--- src/rtl/seg_scan_decoder.sv ---
// Monitors a scanned seven-segment bus and rebuilds the 8-digit hex value being shown.
// Optional SEG_STALE_TIMEOUT_EN adds per-digit age counters and a `stale` output.
module seg_scan_decoder #(
  parameter int unsigned SAMPLE_DIV = 50,
  parameter int unsigned STABLE_CNT = 4,
  parameter int unsigned TIMEOUT    = 400
) (
  input  logic        clk1M,
  input  logic        rst,
  input  logic [6:0]  seven,
  input  logic [7:0]  tube,
  output logic [31:0] digits,
  output logic [7:0]  blank,
  output logic        frame_done,
  output logic        seg_err,
  output logic        tube_err
`ifdef SEG_STALE_TIMEOUT_EN
  ,
  output logic [7:0]  stale
`endif
);

  // Returns {valid, code} for a segment pattern.
  function automatic logic [4:0] glyph_lookup(input logic [6:0] s);
    logic [4:0] r;
    case (s)
      7'h7E:   r = 5'h10;
      7'h30:   r = 5'h11;
      7'h6D:   r = 5'h12;
      7'h79:   r = 5'h13;
      7'h33:   r = 5'h14;
      7'h5B:   r = 5'h15;
      7'h5F:   r = 5'h16;
      7'h70:   r = 5'h17;
      7'h7F:   r = 5'h18;
      7'h7B:   r = 5'h19;
      7'h77:   r = 5'h1A;
      7'h1F:   r = 5'h1B;
      7'h4E:   r = 5'h1C;
      7'h3D:   r = 5'h1D;
      7'h4F:   r = 5'h1E;
      7'h47:   r = 5'h1F;
      default: r = 5'h00;
    endcase
    return r;
  endfunction

  logic [9:0]  div_q, div_d;
  logic [3:0]  stab_q, stab_d;
  logic [14:0] prev_q, prev_d;
  logic [31:0] digits_q, digits_d;
  logic [7:0]  blank_q, blank_d;
  logic [7:0]  seen_q, seen_d;
  logic        frame_q, frame_d;
  logic        seg_err_q, seg_err_d;
  logic        tube_err_q, tube_err_d;

  logic        strobe;
  logic        same;
  logic [3:0]  cnt_next;
  logic        commit;
  logic        tube_onehot;
  logic [2:0]  idx;
  logic [4:0]  glyph;
  logic [7:0]  seen_acc;

  assign strobe      = (div_q == 10'(SAMPLE_DIV - 1));
  assign same        = ({tube, seven} == prev_q);
  assign cnt_next    = same ? ((stab_q == 4'd15) ? 4'd15 : stab_q + 4'd1) : 4'd1;
  // Saturated run at STABLE_CNT=15 must not re-commit on every strobe.
  assign commit      = strobe && (cnt_next == 4'(STABLE_CNT)) &&
                       !(same && (stab_q == 4'(STABLE_CNT)));
  assign tube_onehot = $onehot(~tube);
  assign glyph       = glyph_lookup(seven);

  always_comb begin
    idx = 3'd0;
    for (int i = 0; i < 8; i++) begin
      if (!tube[i]) idx = 3'(i);
    end
  end

`ifdef SEG_STALE_TIMEOUT_EN
  logic [8:0] age_q [8];
  logic [8:0] age_d [8];
`endif

  always_comb begin
    div_d      = strobe ? 10'd0 : div_q + 10'd1;
    stab_d     = stab_q;
    prev_d     = prev_q;
    digits_d   = digits_q;
    blank_d    = blank_q;
    seg_err_d  = seg_err_q;
    tube_err_d = tube_err_q;
    // A full mask is cleared the cycle after it completes; same-cycle commits survive.
    seen_acc   = (seen_q == 8'hFF) ? 8'h00 : seen_q;

    if (strobe) begin
      stab_d = cnt_next;
      prev_d = {tube, seven};
    end

    if (commit && (tube != 8'hFF)) begin
      if (!tube_onehot) begin
        tube_err_d = 1'b1;
      end else begin
        seen_acc[idx] = 1'b1;
        if (seven == 7'd0) begin
          blank_d[idx] = 1'b1;
        end else if (glyph[4]) begin
          digits_d[idx*4 +: 4] = glyph[3:0];
          blank_d[idx]         = 1'b0;
        end else begin
          seg_err_d = 1'b1;
        end
      end
    end

`ifdef SEG_STALE_TIMEOUT_EN
    for (int i = 0; i < 8; i++) begin
      age_d[i] = age_q[i];
      if (strobe && (age_q[i] != 9'h1FF)) age_d[i] = age_q[i] + 9'd1;
      if (commit && tube_onehot && (idx == 3'(i))) age_d[i] = 9'd0;
      if (age_d[i] >= 9'(TIMEOUT)) blank_d[i] = 1'b1;
    end
`endif

    seen_d  = seen_acc;
    frame_d = (seen_acc == 8'hFF);
  end

  always_ff @(posedge clk1M or posedge rst) begin
    if (rst) begin
      div_q      <= '0;
      stab_q     <= '0;
      prev_q     <= '0;
      digits_q   <= '0;
      blank_q    <= 8'hFF;
      seen_q     <= '0;
      frame_q    <= 1'b0;
      seg_err_q  <= 1'b0;
      tube_err_q <= 1'b0;
    end else begin
      div_q      <= div_d;
      stab_q     <= stab_d;
      prev_q     <= prev_d;
      digits_q   <= digits_d;
      blank_q    <= blank_d;
      seen_q     <= seen_d;
      frame_q    <= frame_d;
      seg_err_q  <= seg_err_d;
      tube_err_q <= tube_err_d;
    end
  end

`ifdef SEG_STALE_TIMEOUT_EN
  always_ff @(posedge clk1M or posedge rst) begin
    if (rst) begin
      for (int i = 0; i < 8; i++) age_q[i] <= '0;
    end else begin
      for (int i = 0; i < 8; i++) age_q[i] <= age_d[i];
    end
  end

  always_comb begin
    stale = 8'h00;
    for (int i = 0; i < 8; i++) stale[i] = (age_q[i] >= 9'(TIMEOUT));
  end
`endif

  assign digits     = digits_q;
  assign blank      = blank_q;
  assign frame_done = frame_q;
  assign seg_err    = seg_err_q;
  assign tube_err   = tube_err_q;

endmodule

--- config.mk ---
export PLATFORM = sky130hd
export DESIGN_NAME = seg_scan_decoder
export DESIGN_NICKNAME = d
export VERILOG_FILES = /design/src/rtl/seg_scan_decoder.sv
export SDC_FILE = /design/constraint.sdc
export NUM_CORES = 1
export LEC_CHECK = 0
export ABC_AREA = 1
export BUFFER_PORTS_ARGS = -buffer_cell sky130_fd_sc_hd__clkbuf_2
export CAP_MARGIN = 10
export CORE_MARGIN = 2
export CORE_UTILIZATION = 30
export CTS_CLUSTER_SIZE = 24
export DETAILED_ROUTE_END_ITERATION = 12
export PLACE_DENSITY_LB_ADDON = 0.15
export SLEW_MARGIN = 15
export SYNTH_ARGS = -nofsm -noshare
export SYNTH_HDL_FRONTEND = slang
export SYNTH_SLANG_ARGS = --single-unit
--- constraint.sdc ---
create_clock -name clk1M -period 2 [get_ports clk1M]
set_input_delay 0.1 -clock clk1M [delete_from_list [all_inputs] [get_ports clk1M]]
set_output_delay 0.1 -clock clk1M [all_outputs]
set_load 0.02 [all_outputs]
Word-level counts from Yosys, hierarchy flattened
Cells that the tools add are included.
- bits in registers: 80
- bits in latches: 0
- RAM bits: 0
- bits in read-only memories: 0
- input bits: 17
- output and inout port bits: 43
- logic and storage cells: 87
- memories kept: 0
- add/subtract/negate cells: 10
- multiply operators: 0
- div/mod/pow operators: 0
- magnitude comparators: 2
- equal/unequal tests: 25
- shift operators: 2
- multiplexer cells: 19
- bitwise gates (word level): 8
- reductions and logical operators: 12
- operators with widths (kind ; number):
    $eq A7 B7 Y1 const B ; 12
    $pmux W5 S16 ; 1
    $mux W8 ; 5
    $neg A5 Y34 ; 1
    $shift A4 B34 Y32 const A ; 1
    $shiftx A4 B34 Y32 ; 1
    $bwmux W32 ; 1
    $eq A7 B6 Y1 const B ; 3
    $mux W3 ; 6
    $eq A8 B8 Y1 const B ; 2
    $not A8 Y8 ; 2
    $or A8 B8 Y8 ; 2
    $eq A15 B15 Y1 ; 1
    $add A10 B1 Y10 const B ; 1
    $eq A10 B6 Y1 const B ; 1
    $mux W10 ; 1
    $add A1 B1 Y2 ; 4
    $and A8 B8 Y8 ; 1
    $eq A4 B3 Y1 const B ; 2
    $mux W4 ; 2
    $ne A8 B8 Y1 const B ; 1
    $reduce_and A4 Y1 ; 2
    $eq A7 B5 Y1 const B ; 1
    $logic_not A7 Y1 ; 1
    other kinds (15) ; 23

Depth between registers and ports, before layout
- depth in word-level cells: 15
- mapped depth: 19
- gate-level depth less buffers: 19

Worst setup path after synthesis
OpenSTA, ideal clock, no wires.
- path kind: input port to flip-flop
- start: in tube[0]
- end: reg digits_q[24] (netlist: digits[24])
- setup time: 118 ps
- arrival: 3249 ps
- data required time: 1882 ps
- path slack: -1366 ps
- stages: 17
- path buffers: 1
- cell sequence: fa_1 > inv_1 > fa_1 > fa_1 > ha_1 > inv_1 > fa_1 > nand2_1 > a21oi_1 > nand2_1 > inv_1 > nand3_4 > nor2_8 > buf_6 > nand3_2 > nand2_1 > nand2_1
- cells in the longest elaborated chain, start to end: 7
- elaborated cells on any way between the ends: 15
- those cells by class: 3 x add/sub; 4 x eq/ne; 1 x mux; 1 x bitwise; 6 x reduce/logical
- ends and longest elaborated chain (item ; line ; RTL):
    start, declared ; 11 ; input logic [7:0] tube,
    branches (longest 6 deep; another with $add A3 B3 Y4) ; - ;
    $reduce_and A4 Y1 (no source line) * ; - ;
    end signal, assigned ; 148 ; digits_q <= digits_d;
    end, declared ; 51 ; logic [31:0] digits_q, digits_d;
Mark *: on every way between the ends.
A chain may end at the register's enable or synchronous reset.

Worst setup path in the final report
- start: in tube[0]
- end: reg digits_q[9] (netlist: digits[9])
Same word-level chain as after synthesis.

==> results.sh <==
export IMPL_finalMaxSlewViolations=0
export IMPL_cts_tree="built"
export IMPL_synth_most_common_cell="nand2_1"
export IMPL_nets=777
export IMPL_worst_setup_path_end_kind="register"
export IMPL_netlist_top_cells_area="dfrtp_1 (40%), nand2_1 (15%), inv_1 (7.6%)"
export IMPL_intPower_w=0.00288
export IMPL_drtAntennaViolNets=0
export IMPL_setup_viol=51
export IMPL_ys_seq_area_share_pct=44.6
export IMPL_drc_errors=0
export IMPL_worstPathRequired_ns=2.24
export IMPL_grt_pass1_vias=4281
export IMPL_final_cell_area_um2=6180
export IMPL_synth_ff_type="dfrtp_1"
export IMPL_p_per_area_nw_per_um2=628
export IMPL_peakVddDrop_mv=0.475
export IMPL_fillers=1471
export IMPL_worstPathArrival_ns=3.47
export IMPL_grt_overflow=0
export IMPL_via_per_inst=4.53
export IMPL_worst_slack_ns=-1.23
export IMPL_wl_um=11400
export IMPL_synth_edf_count=0
export IMPL_dp_cells=905
export IMPL_clk_latency_ns=0.35
export IMPL_routabilityCongestion=0.954
export IMPL_routed_wire_length_per_instance_um=12.2
export IMPL_hold_path_class="primary input to register"
export IMPL_swShare_pct=25.8
export IMPL_root_buffer="clkbuf_16"
export IMPL_port_buffers=59
export IMPL_antenna_found_initial=0
export IMPL_drive_gt1_share_pct=31.3
export IMPL_synth_ff_latch_count=80
export IMPL_yosys_area_top_type_share_pct=39.9
export IMPL_maxSlewHeadroom_pct=61.1
export IMPL_dpl_hpwl_um=8740
export IMPL_ioPinCount=60
export IMPL_fin_crit_ns=3.23
export IMPL_violations="negative setup slack"
export IMPL_yosysWarningCount=0
export IMPL_cts_buffers=9
export IMPL_worstSetupPathType="primary input to register"
export IMPL_cts_sinks=80
export IMPL_grt_pass1_wl_um=20000
export IMPL_status="finished, violations left"
export IMPL_finClkSkew_ns=0.0115
export IMPL_syn_area_per_cell_um2=7.55
export IMPL_start_kind="primary input"
export IMPL_die_area_um2=16000
export IMPL_synthToLayoutAreaGrowth_pct=36.8
export IMPL_finalCritPeriodShare_pct=161
export IMPL_synthDistinctLibCells=36
export IMPL_max_cap_violations=0
export IMPL_clk_pin_slew_ns=0.07
export IMPL_core_um2=14600
export IMPL_diodes=0
export IMPL_drtIter0Drc=230
export IMPL_worst_path_max_fanout=5
export IMPL_rsz0062_at_grt="true"
export IMPL_synth_top_cell_by_area="dfrtp_1"
export IMPL_start_util_pct=30.8
export IMPL_synth_cells=598
export IMPL_syn_area_um2=4520
export IMPL_clockBufferDepth=2
export IMPL_first_pass_iters=5
export IMPL_place_area_um2=5560
export IMPL_fin_cells=932
export IMPL_htreeDepth=3
export IMPL_row_count=44
export IMPL_vias=4222
export IMPL_die_h_um=127
export IMPL_pwr_share_seq_pct=41.8
export IMPL_tightest_slew_ns=0.579
export IMPL_grt_max_degree=39
export IMPL_p_switching_w=0.00100
export IMPL_hold_violations=0
export IMPL_p_leak_nw=3.33
export IMPL_synth_commonest_cells="nand2_1 (182), inv_1 (91), dfrtp_1 (72)"
export IMPL_track_usage_pct=15.3
export IMPL_fmax_mhz=310
export IMPL_p_comb_share_pct=13.3
export IMPL_async_flop_share_pct=100
export IMPL_dieWidth_um=127
export IMPL_p_clk_share_pct=45.0
export IMPL_syn_nets=632
## area by class of cell
type	count	area (um^2)	share of cell area, %
repair buffers	141	948	15.4
inverters	101	385	6.24
multi-input cells	410	2290	37.0
clock inverters	5	62.6	1.01
clock buffers	11	253	4.09
well taps	184	230	3.73
flip-flops and latches	80	2010	32.6
## layout by cell type (no fill, tap or decap), types with 2 or more instances in the layout
cell type / n
nor4_1: 4
dfstp_2: 8
o22a_1: 5
nand3_1: 14
nand3_4: 8
xor2_1: 2
nand2_2: 16
fa_1: 4
clkbuf_16: 9
nor2_1: 53
nand2_4: 2
clkbuf_2: 58
clkbuf_8: 2
nor2_2: 7
a21oi_1: 11
nand2_1: 166
nand4_1: 16
buf_4: 75
inv_1: 88
nand3_2: 3
clkinv_1: 2
nor3_1: 16
nor3_4: 2
o21ai_2: 11
ha_1: 12
inv_2: 9
nor2_4: 3
o21ai_0: 24
o21ai_1: 17
nor3b_1: 2
clkinvlp_4: 3
dfrtp_1: 72
buf_6: 4
## routing by layer
layer | GRT usage (%) | routed length (um) | vias to the layer above
met2 | 25.5 | 5280 | 85
met5 | 0 | 0 | -
li1 | - | - | 2190
met3 | 3.71 | 457 | 8
met4 | 4.72 | 124 | 0
met1 | 19.8 | 5510 | 1939
## critical path, stage by stage
cell and delay (ns):
buf_8 0.10, fa_1 0.52, inv_1 0.05, fa_1 0.44
fa_1 0.50, ha_2 0.19, inv_2 0.04, fa_1 0.47
nand2_1 0.06, a21oi_2 0.11, nand2_2 0.09, inv_4 0.09
nand3_4 0.12, nor2_4 0.22, buf_6 0.15, nand3_4 0.08
nand2_1 0.09, nand2_1 0.04
## kinds of logic after synthesis
group                      count (synthesis)  synth area share [%]
xor gates and xnor gates                   3                 0.582
AOI/OAI and AO/OA                         74                  8.89
adders and majority gates                 17                  5.38
and+or+nand+nor                          315                  31.3
buffers and inverters                    109                  9.28
DFF                                       80                  44.6
## power groups by stage
stage	Clock, W	Sequential [W]	Combinational [W]
4_1_cts	0.00180	0.00162	0.000465
5_1_grt	0.00186	0.00162	0.000587
3_5_place_dp	0	0.00165	0.000441
2_1_floorplan	0	0.00165	0.000235
3_3_place_gp	0	0.00165	0.000435
6_report	0.00174	0.00162	0.000515
## flip-flops by register name, summed over array words and instances, names as in the netlist, named ones only
register,count
digits,32
div_q,10
frame_done,1
prev_q,15
seen_q,8
seg_err,1
stab_q,4
tube_err,1
## stage by stage
step | utilization, % | TNS, ns | power [W] | worst slack (ns) | hold WS [ns]
floorplan | - | -61.32 | 0.00189 | -1.35 | 0.221
global placement | 38.0 | -75.34 | 0.00209 | -1.61 | 0.153
detailed placement | 38.0 | -76.40 | 0.00209 | -1.65 | 0.160
CTS | 41.1 | -56.96 | 0.00389 | -1.21 | 0.0283
global route | 42.2 | -63.18 | 0.00407 | -1.36 | 0.0903
finish | 42.2 | -56.47 | 0.00388 | -1.23 | 0.0365
## path summary, 6_finish.rpt
| path | from | endpoint | slack, ns | depth (start not counted) |
|---|---|---|---|---|
| setup / recovery | tube[0] | digits[9] | -1.23 | 18 |
| hold / removal | seven[1] | prev_q[1] | 0.04 | 3 |
| setup reg to reg | stab_q[0] | digits[9] | -0.16 | 14 |
| hold reg to reg | digits[9] | digits[9] | 0.48 | 2 |
| max in group asynchronous | rst | digits[30] | 1.02 | 4 |
| min in group asynchronous | rst | prev_q[3] | 0.33 | 3 |
## what timing repair did
| action | in CTS | in global routing |
|---|---|---|
| setup buffers | 5 | 3 |
| setup endpoints to repair | 51 | 51 |
| cloned | 2 | 0 |
| hold buffers | 1 | 0 |
| pin swaps | 18 | 22 |
| hold endpoints to repair | 19 | 0 |
| gates resized for setup | 31 | 43 |
(Power assumes the default switching activity.)
